File: src/rtl/soc_msp430_debounce.sv
// soc_msp430_debounce: two-flop synchroniser plus per-bit programmable debounce
// filter for the board switches, with DBCTL/DBSTAT/DBIFG/DBIE peripheral
// registers and a level interrupt on every debounced edge.
// Optional macro SOC_MSP430_DEBOUNCE_SMCLK_EN: debounce counters advance only on
// smclk_en ticks; when undefined smclk_en is ignored and counters run on mclk.
module soc_msp430_debounce #(
    parameter int unsigned NUM_SW         = 4,
    parameter int unsigned CNT_W          = 16,
    parameter logic [13:0] BASE_ADDR      = 14'h0048,
    parameter logic [15:0] DEFAULT_PERIOD = 16'd5000
) (
    input  logic              mclk,
    input  logic              puc_rst,
    input  logic [NUM_SW-1:0] switch,
    input  logic              smclk_en,
    input  logic [13:0]       per_addr,
    input  logic [15:0]       per_din,
    input  logic              per_en,
    input  logic [1:0]        per_we,
    output logic [15:0]       per_dout,
    output logic [NUM_SW-1:0] sw_stable,
    output logic              irq_debounce
);

    localparam logic [1:0] REG_DBCTL  = 2'd0;
    localparam logic [1:0] REG_DBSTAT = 2'd1;
    localparam logic [1:0] REG_DBIFG  = 2'd2;
    localparam logic [1:0] REG_DBIE   = 2'd3;

    logic [NUM_SW-1:0] sync1;
    logic [NUM_SW-1:0] sync2;
    logic [CNT_W-1:0]  cnt      [NUM_SW];
    logic [CNT_W-1:0]  cnt_next [NUM_SW];
    logic [NUM_SW-1:0] commit;

    logic [CNT_W-1:0]  dbctl;
    logic [CNT_W-1:0]  dbctl_next;
    logic [NUM_SW-1:0] dbifg;
    logic [NUM_SW-1:0] dbifg_next;
    logic [NUM_SW-1:0] dbie;
    logic [NUM_SW-1:0] dbie_next;

    logic [13:0] reg_off;
    logic        reg_hit;
    logic        reg_wr;
    logic        reg_rd;
    logic [15:0] be_mask;
    logic [15:0] wr_bits;

    logic        tick;
    logic        period_short;
    logic [CNT_W-1:0] period_last;

`ifdef SOC_MSP430_DEBOUNCE_SMCLK_EN
    assign tick = smclk_en;
`else
    logic unused_smclk_en;
    assign unused_smclk_en = smclk_en;
    assign tick            = 1'b1;
`endif

    // Address decode: four consecutive words starting at BASE_ADDR.
    assign reg_off = per_addr - BASE_ADDR;
    assign reg_hit = per_en && (reg_off < 14'd4);
    assign reg_wr  = reg_hit && (|per_we);
    assign reg_rd  = reg_hit && !(|per_we);
    assign be_mask = {{8{per_we[1]}}, {8{per_we[0]}}};
    assign wr_bits = per_din & be_mask;

    // Periods of 0 and 1 commit on the first mismatching tick.
    assign period_short = (dbctl <= CNT_W'(1));
    assign period_last  = dbctl - CNT_W'(1);

    assign irq_debounce = |(dbifg & dbie);

    // Raw pins into the mclk domain through two flops.
    always_ff @(posedge mclk) begin
        if (puc_rst) begin
            sync1 <= '0;
            sync2 <= '0;
        end else begin
            sync1 <= switch;
            sync2 <= sync1;
        end
    end

    // Per-bit filter: count mismatching ticks, commit once the period is reached.
    always_comb begin
        for (int unsigned i = 0; i < NUM_SW; i++) begin
            commit[i]   = 1'b0;
            cnt_next[i] = cnt[i];
            if (sync2[i] == sw_stable[i]) begin
                cnt_next[i] = '0;
            end else if (tick) begin
                if (period_short || (cnt[i] >= period_last)) begin
                    commit[i]   = 1'b1;
                    cnt_next[i] = '0;
                end else if (cnt[i] != '1) begin
                    cnt_next[i] = cnt[i] + CNT_W'(1);
                end
            end
        end
    end

    // Counter and debounced-level state.
    always_ff @(posedge mclk) begin
        if (puc_rst) begin
            for (int unsigned i = 0; i < NUM_SW; i++) begin
                cnt[i] <= '0;
            end
            sw_stable <= '0;
        end else begin
            for (int unsigned i = 0; i < NUM_SW; i++) begin
                cnt[i] <= cnt_next[i];
            end
            sw_stable <= sw_stable ^ commit;
        end
    end

    // Register write merge; a hardware edge flag beats a same-cycle W1C clear.
    always_comb begin
        dbctl_next = dbctl;
        dbie_next  = dbie;
        dbifg_next = dbifg;
        if (reg_wr) begin
            case (reg_off[1:0])
                REG_DBCTL: dbctl_next = (dbctl & ~CNT_W'(be_mask)) | CNT_W'(wr_bits);
                REG_DBIFG: dbifg_next = dbifg & ~NUM_SW'(wr_bits);
                REG_DBIE:  dbie_next  = (dbie & ~NUM_SW'(be_mask)) | NUM_SW'(wr_bits);
                default:   ;
            endcase
        end
        dbifg_next = dbifg_next | commit;
    end

    // Control and status register state.
    always_ff @(posedge mclk) begin
        if (puc_rst) begin
            dbctl <= CNT_W'(DEFAULT_PERIOD);
            dbifg <= '0;
            dbie  <= '0;
        end else begin
            dbctl <= dbctl_next;
            dbifg <= dbifg_next;
            dbie  <= dbie_next;
        end
    end

    // Combinational read; zero when not selected so the bus can OR it in.
    always_comb begin
        per_dout = '0;
        if (reg_rd) begin
            case (reg_off[1:0])
                REG_DBCTL:  per_dout = 16'(dbctl);
                REG_DBSTAT: per_dout = 16'(sw_stable);
                REG_DBIFG:  per_dout = 16'(dbifg);
                REG_DBIE:   per_dout = 16'(dbie);
                default:    per_dout = '0;
            endcase
        end
    end

endmodule

File: config.mk
export PLATFORM = sky130hd
export DESIGN_NAME = soc_msp430_debounce
export DESIGN_NICKNAME = d
export VERILOG_FILES = /design/src/rtl/soc_msp430_debounce.sv
export SDC_FILE = /design/constraint.sdc
export NUM_CORES = 1
export LEC_CHECK = 0
export BUFFER_PORTS_ARGS = -buffer_cell sky130_fd_sc_hd__buf_2
export CORE_UTILIZATION = 34
export DETAILED_ROUTE_END_ITERATION = 12
export GPL_TIMING_DRIVEN = 0
export PLACE_DENSITY_LB_ADDON = 0.3
export SYNTH_ARGS = -nofsm -noshare
export SYNTH_HDL_FRONTEND = slang
export SYNTH_SLANG_ARGS = --single-unit
File: constraint.sdc
create_clock -name mclk -period 9.35 [get_ports mclk]
set_clock_uncertainty 0.2 [all_clocks]
set_input_delay 1.4025 -clock mclk [delete_from_list [all_inputs] [get_ports mclk]]
set_output_delay 1.4025 -clock mclk [all_outputs]
set_load 0.01 [all_outputs]
# --- After elaboration in Yosys (flattened, before gate mapping) ---
# Memory sizes are Yosys's and may differ from the RTL's.
# Index checks and enable logic that the tools add are counted.
totals:
  regBits: 36
  latch_bits: 0
  mem_bits_rw: 64
  romBits: 0
  inputBits: 40
  out_inout_bits: 21
  word_cells: 90
  n_memories: 1
mem_list:
  columns: ["name", "words", "width", "read_ports", "rd_ports_with_merged_regs", "wr", "line_no", "source"]
  rows:
  - ["cnt", 4, 16, 4, 0, 4, "32", "logic [CNT_W-1:0] cnt [NUM_SW];"]
op_classes:
  n_addsub: 6
  n_mul: 0
  div: 0
  order_cmp: 6
  n_eq_ne: 11
  n_shift: 0
  mux: 31
  bitwise_logic: 16
  n_reduce_logical: 13
op_table:
  columns: ["operator", "n"]
  rows:
  - ["$mux 16", 17]
  - ["$add 16x1->16 const B", 4]
  - ["$ge 16x16->1", 4]
  - ["$ne 16x16->1 const B", 4]
  - ["$pmux 16 s4", 1]
  - ["$and 16x16->16", 2]
  - ["$le 16x1->1 const B", 1]
  - ["$not 16->16", 1]
  - ["$or 16x16->16", 1]
  - ["$sub 16x1->16 const B", 1]
  - ["$lt 14x3->1 const B", 1]
  - ["$sub 14x7->14 const B", 1]
  - ["$and 4x4->4", 3]
  - ["$mux 1", 11]
  - ["$mux 4", 2]
  - ["$not 4->4", 2]
  - ["$or 4x4->4", 2]
  - ["$eq 1x1->1", 4]
  - ["$eq 2x2->1 const B", 2]
  - ["$logic_or 1x1->1", 4]
  - ["$or 1x1->1", 4]
  - ["$reduce_and 2->1", 2]
  - ["$reduce_or 4->1", 1]
  - ["$xor 4x4->4", 1]
  - ["5 further kinds", 7]

# --- Longest topological paths before layout ---
# Gate-level depths: netlist of the first run.
logic_depth:
  word_depth: 6
  ltp_mapped: 14
  mapped_depth_nobuf: 12

# --- Worst setup path after synthesis of the first run ---
# Ideal clock, no wire load.
synth_path:
  path_type: "input-to-output"
  startpoint: "input per_addr[3]"
  endpoint: "output per_dout[10]"
  t_arrival_ns: 2.869
  required_time_ns: 7.747
  setup_slack_ns: 4.878
  path_stages: 9
  n_path_buf: 2
  path_cell_list: "inv_1 > ha_1 > nor4b_1 > and4_1 > clkbuf_1 > nand2_1 > nor3_1 > clkbuf_1 > and2_1"
synth_via:
  elab_chain_cells: 5
synth_rtl:
  columns: ["item", "line_no", "source"]
  rows:
  - ["start: declaration", "16", "input logic [13:0] per_addr,"]
  - ["$sub 14x7->14", "63", "assign reg_off = per_addr - BASE_ADDR;"]
  - ["$lt 14x3->1", "64", "assign reg_hit = per_en && (reg_off < 14'd4);"]
  - ["$logic_and 1x1->1", "64", null]
  - ["$logic_and 1x1->1", "66", "assign reg_rd = reg_hit && !(|per_we);"]
  - ["$mux 16", "152", "if (reg_rd) begin"]
  - ["end: declaration", "20", "output logic [15:0] per_dout,"]
# No other way between the ends.

# --- Final worst setup path of the first run ---
layout_path:
  startpoint: "input per_addr[3]"
  endpoint: "output per_dout[8]"
# Same word-level chain as after synthesis.

==> impl_metrics.tcl, run 1 <==
set metrics [dict create \
    leakagePower_nw 2.845 \
    cpMaxStageDelayCell "clkbuf_1" \
    routabilityCongestion 0.8009 \
    cp-start-kind "input port" \
    ys.flop_type "dfxtp_1" \
    diodes 0 \
    ant_nets 0 \
    grt_pass1_vias 4764 \
    h-tree-depth 3 \
    fin_nets 880 \
    setup_viol 0 \
    cts_tree "built" \
    yosys_warnings 0 \
    grt_antenna_before_repair 0 \
    layout-drive-gt1-share 0.1337 \
    fin_crit_sh 0.5316 \
    p_per_area_nw_per_um2 116.4 \
    wl_met2_um 6882 \
    syn_inst 705 \
    worstPathCellList "buf_2 -> inv_1 -> ha_1 -> nor4b_1 -> and4_1 -> clkbuf_1 -> nand2_1 -> nor3_1 -> clkbuf_1 -> and2_1 -> buf_2" \
    cts_made_buffers 9 \
    post-cts-setup-buffers 0 \
    avgRoutedWirePerCell_um 14.81 \
    max_freq_mhz 201.2 \
    syn_area_sq_um 6217 \
    synth_edf_count 0 \
    maxUsedRoutingLayer "met4" \
    arrival_ns 3.37 \
    hp-class "flop to flop" \
    synth_area_leaders "dfxtp_1, ha_1, nor2_1" \
    avgSynthCellArea_sq_um 8.819 \
    rows 49 \
    cts_sinks 100 \
    cts_hold_buf 0 \
    coreArea_sq_um 17960 \
    ys_async_sr_fraction 0 \
    hold_viol 0 \
    ctsRootBufferMaster "clkbuf_16" \
    io_pins 61 \
    dieArea_sq_um 18830 \
    path_class "input port to primary output" \
    grt_use_total 0.1681 \
    finalPower_mw 0.8248 \
    final-max-slew-violation-count 0 \
    required_ns 7.75 \
    syn_to_final_growth_pct 13.95 \
    vias_per_cell 5.081 \
    grt_pass1_wl_um 24300 \
    syn-num-nets 812 \
    io_buffers 57 \
    max_cap_violations 0 \
    synth-seq-cells 100 \
    drc_errors 0 \
    layout_commonest_cell "nor2_1" \
    drt_wl_total_um 14910 \
    grt_max_degree 20 \
    synthMuxAreaShare 0.05796 \
    synth_compound_area_frac 0.1228 \
    yosysTopAreaCellShare 0.3220 \
    max-slew-margin-rel 0.4454 \
    rsz0062_at_grt "no" \
    outcome "finished clean" \
    path_max_fanout 10 \
    synth_simple_gate_area_share 0.2389 \
    clk_latency_ns 0.36 \
    start_util 0.3461 \
    ys_types 47 \
    rrSetupSlack_ns 4.99 \
    endpoint_kind "primary output" \
    synth.yosys.seq_area_share 0.3220 \
    dp_cells 991 \
    drt_first_pass_iters 4 \
    grt_overflow 0 \
    crit_buf_inv 5 \
    instances_no_fill 1007 \
    final_cell_mix "nor2_1, dfxtp_1, ha_1, buf_2, xnor2_1" \
    yosysTopAreaCell "dfxtp_1" \
    vias 5117 \
    fin_ws_ns 4.380 \
    met1Wirelength_um 7416 \
    fp.dieH_um 137.2 \
    yosys.area_share.xor_xnor 0.09016 \
    cp_top_family "simple AND/OR/NAND/NOR gates" \
    setup_tns_ns 0 \
    wl_met3_um 453 \
    synthAdderAreaFrac 0.1348 \
    fp.dieW_um 137.2 \
    clk_path_buf_depth 2 \
    irDropWorstVdd_mv 0.1388 \
    worst_pin_slew_ns 0.8260 \
    synth_top_family_by_area "simple AND/OR/NAND/NOR gates" \
    cp-startpoint "per_addr[3]" \
    slowest_delay_ns 0.34 \
    drtIter0Drc 268 \
    cts_resized 0 \
    detailed_place_hpwl_um 11510 \
    dpl_worst_slack_ns 4.367 \
    hp-start "sync1[1]" \
    period_needed_ns 4.970 \
    cts.clk_slew.worst_paths_ns 0.07 \
]
-- cells by family after synthesis --
group	count (synthesis)
fa+ha+maj	67
buf+inv	43
flops	100
xor+xnor	64
compound gates	102
mux	31
simple gates	298
-- metal layers --
metal	track usage	vias up
li1	-	2652
met1	0.2327	2399
met2	0.2680	54
met3	0.02870	12
met4	0.04518	0
met5	0	-
-- power by group --
part	switching (mW)	internal [mW]
combinational	0.0131	0.0128
clock	0.182	0.188
sequential	0.00131	0.428
-- worst register-to-register path: stages (launching register included) --
cell and delay [ns]:
dfxtp_1 0.35, inv_1 0.26, ha_1 0.27, or3b_2 0.45, clkbuf_1 0.22, nor4_1 0.28
xnor2_1 0.40, ha_1 0.38, and4_1 0.17, a221oi_1 0.37, o311ai_1 0.21, a311o_2 0.48
buf_6 0.18, nor2_1 0.10
-- synthesized netlist by cell type (2+ instances only) --
library cell,count
a221oi_1,4
o21a_1,4
a21o_1,12
mux4_2,4
nand2_1,43
nor3_1,13
or4_1,2
a311oi_1,2
a311o_2,4
ha_1,67
or3b_2,5
inv_1,22
o311ai_1,4
nor2_2,3
and4_1,10
a211o_1,13
a31oi_1,14
nand3_1,22
or2_2,6
a22oi_1,2
or3_1,7
dfxtp_1,100
mux2i_1,27
nand4_1,8
xnor2_1,47
o2111ai_1,5
nor4_1,11
nor2b_1,12
clkbuf_1,14
buf_6,6
and2_1,15
o21ai_0,12
and3_1,12
nor4b_1,2
nand2b_1,13
o211ai_1,4
a211oi_1,6
o21bai_1,3
nor2_1,111
a21oi_1,11
xor2_1,17
-- per-stage QoR --
stage	utilization	hold WS, ns	cell area, sq um
floorplan	-	0.2138	6217
global placement	0.3779	0.2211	6789
detailed placement	0.3779	0.2220	6789
CTS	0.3944	0.2466	7084
global route	0.3944	0.2586	7084
finish	0.3944	0.2423	7084
-- cell type report --
class	instances	area, sq um
clock buffer	9	225.2
multi-input combinational	562	4008
buffer	21	125.1
timing repair buffer	57	285.3
inverter	22	82.58
clock inverter	7	70.07
fill	1842	10880
sequential	100	2002
tap	229	286.5
-- worst paths after layout --
| check | to | cells after the start |
|---|---|---|
| worst max-delay path | per_dout[8] | 11 |
| worst min-delay path | sync2[1] | 1 |
| worst max register to register | cnt[3][5] | 13 |
| worst min register to register | sync2[1] | 1 |
(Power assumes the default switching activity.)
==> inputs of run 2 (changes only) <==
- clock period: 9.35 -> 4.5 ns (I/O delays scaled with it)
==> run 2 against run 1 <==
Against the previous run: routed wire length is essentially flat; sequential cell count is the same; combinational power grew 110%; non-clock buffer count is the same; design area grew 0.39%; final cell count is the same; sequential share of layout area shrank 0.11 points; count of clock-buffer cells in the layout is the same; critical path depth grew 2; largest cell class unchanged; largest power group unchanged.
==> impl_metrics.tcl, run 2 (synthesized netlist as in run 1, its figures left out) <==
set metrics [dict create \
    grt_pass1_wl_um 24300 \
    hold_viol 0 \
    outcome "finished clean" \
    io_pins 61 \
    rows 49 \
    grt_overflow 0 \
    slowest_delay_ns 0.48 \
    worstPathCellList "inv_1 -> ha_1 -> or3b_2 -> clkbuf_1 -> nor4_2 -> xnor2_2 -> ha_1 -> and4_1 -> a221oi_1 -> o311ai_1 -> a311o_2 -> buf_6 -> nor2_1" \
    diodes 0 \
    fp.dieH_um 137.2 \
    post-cts-setup-buffers 0 \
    routabilityCongestion 0.8009 \
    clk_latency_ns 0.36 \
    cts_sinks 100 \
    layout-drive-gt1-share 0.1388 \
    dieArea_sq_um 18830 \
    cts.clk_slew.worst_paths_ns 0.07 \
    path_max_fanout 10 \
    worst_pin_slew_ns 0.8615 \
    fin_crit_sh 0.9336 \
    rsz0062_at_grt "no" \
    layout_commonest_cell "nor2_1" \
    max_cap_violations 0 \
    netSwitchingPower_mw 0.4081 \
    drt_wl_total_um 14930 \
    required_ns 4.60 \
    start_util 0.3461 \
    ant_nets 0 \
    period_needed_ns 4.201 \
    irDropWorstVdd_mv 0.2695 \
    fp.dieW_um 137.2 \
    grt_max_degree 20 \
    h-tree-depth 3 \
    cts_tree "built" \
    intPower_mw 1.305 \
    max_freq_mhz 238.0 \
    ctsRootBufferMaster "clkbuf_16" \
    finalPower_mw 1.713 \
    multi_input_area_sq_um 4035 \
    detailed_place_hpwl_um 11510 \
    p_seq_frac 0.520 \
    p_sw_frac 0.2383 \
    vias 5130 \
    pwr-share-clk 0.448 \
    setup_viol 0 \
    design_area_sq_um 7112 \
    coreArea_sq_um 17960 \
    avgRoutedWirePerCell_um 14.82 \
    drtIter0Drc 320 \
    cts_hold_buf 0 \
    fillers 1836 \
    leakagePower_nw 2.854 \
    path_class "flop to flop" \
    grt_antenna_before_repair 0 \
    vias_per_cell 5.094 \
    regArea_sq_um 2002 \
    drt_first_pass_iters 4 \
    max-slew-margin-rel 0.4216 \
    combPwrFrac 0.031 \
    cpMaxStageDelayCell "a311o_2" \
    p_per_area_nw_per_um2 240.8 \
    final_cell_mix "nor2_1, dfxtp_1, ha_1, buf_2, xnor2_1" \
    arrival_ns 4.30 \
    placedInstanceArea_sq_um 6789 \
    fin_nets 880 \
    crit_top_cell "ha_1" \
    grt_pass1_vias 4764 \
    cp-start-kind "flop" \
    io_buffers 57 \
    final-max-slew-violation-count 0 \
    drc_errors 0 \
    endpoint_kind "flop" \
    grt_use_total 0.1681 \
    hp-class "flop to flop" \
    clk_path_buf_depth 2 \
    syn_to_final_growth_pct 14.39 \
    cts_made_buffers 9 \
    setup_tns_ns 0 \
]
run 2: cell counts in the layout (fill, tap and decap cells not counted):
No cell type changed its count.
run 2: timing repair:
| item | CTS | global route |
|---|---|---|
| endpoints found under the setup margin | 0 | 29 |
| resized for setup | 0 | 4 |
| endpoints found under the hold margin | 0 | 0 |
run 2: area by class of cell:
type,instances,share of cell area
sequential,100,0.2815
inverter,22,0.01161
timing repair buffer,57,0.04011
multi-input combinational,562,0.5674
clock buffer,9,0.03167
tap,229,0.04029
buffer,21,0.01759
clock inverter,7,0.009852
run 2: stage by stage:
stage,hold WS [ns],std cells,utilization,setup WS [ns]
2_1_floorplan,0.2138,705,-,0.9359
3_3_place_gp,0.2211,991,0.3779,0.09336
3_5_place_dp,0.2220,991,0.3779,0.1061
4_1_cts,0.2466,1007,0.3944,0.08148
5_1_grt,0.2586,1007,0.3959,0.06056
6_report,0.2423,1007,0.3959,0.2990
run 2: metal layers:
metal  GRT usage  routed length, um
met4     0.04518                158
met2      0.2680               6947
met5           0                  0
met3     0.02870                472
met1      0.2327               7347
run 2: final timing paths:
path                               start        end  slack, ns  depth (start not counted)
worst max-delay path                flop  cnt[3][5]       0.30                         13
worst min-delay path            sync1[1]   sync2[1]       0.24                          1
worst max register to register      flop  cnt[3][5]       0.30                         13
worst min register to register  sync1[1]   sync2[1]       0.24                          1
run 2: power groups by stage:
stage | registers (mW) | logic (mW) | clock network, mW
6_report | 0.891 | 0.0538 | 0.768
5_1_grt | 0.892 | 0.0609 | 0.824
4_1_cts | 0.891 | 0.0544 | 0.792
3_5_place_dp | 0.912 | 0.0542 | 0
3_3_place_gp | 0.912 | 0.0537 | 0
2_1_floorplan | 0.911 | 0.0284 | 0
run 2: critical path, delay by kind of cell, from the launching register on:
family          cells  cell delay [ns]
xor+xnor            1             0.25
simple gates        4             1.06
flops               1             0.35
buf+inv             3             0.67
compound gates      3             1.04
fa+ha+maj           2             0.58
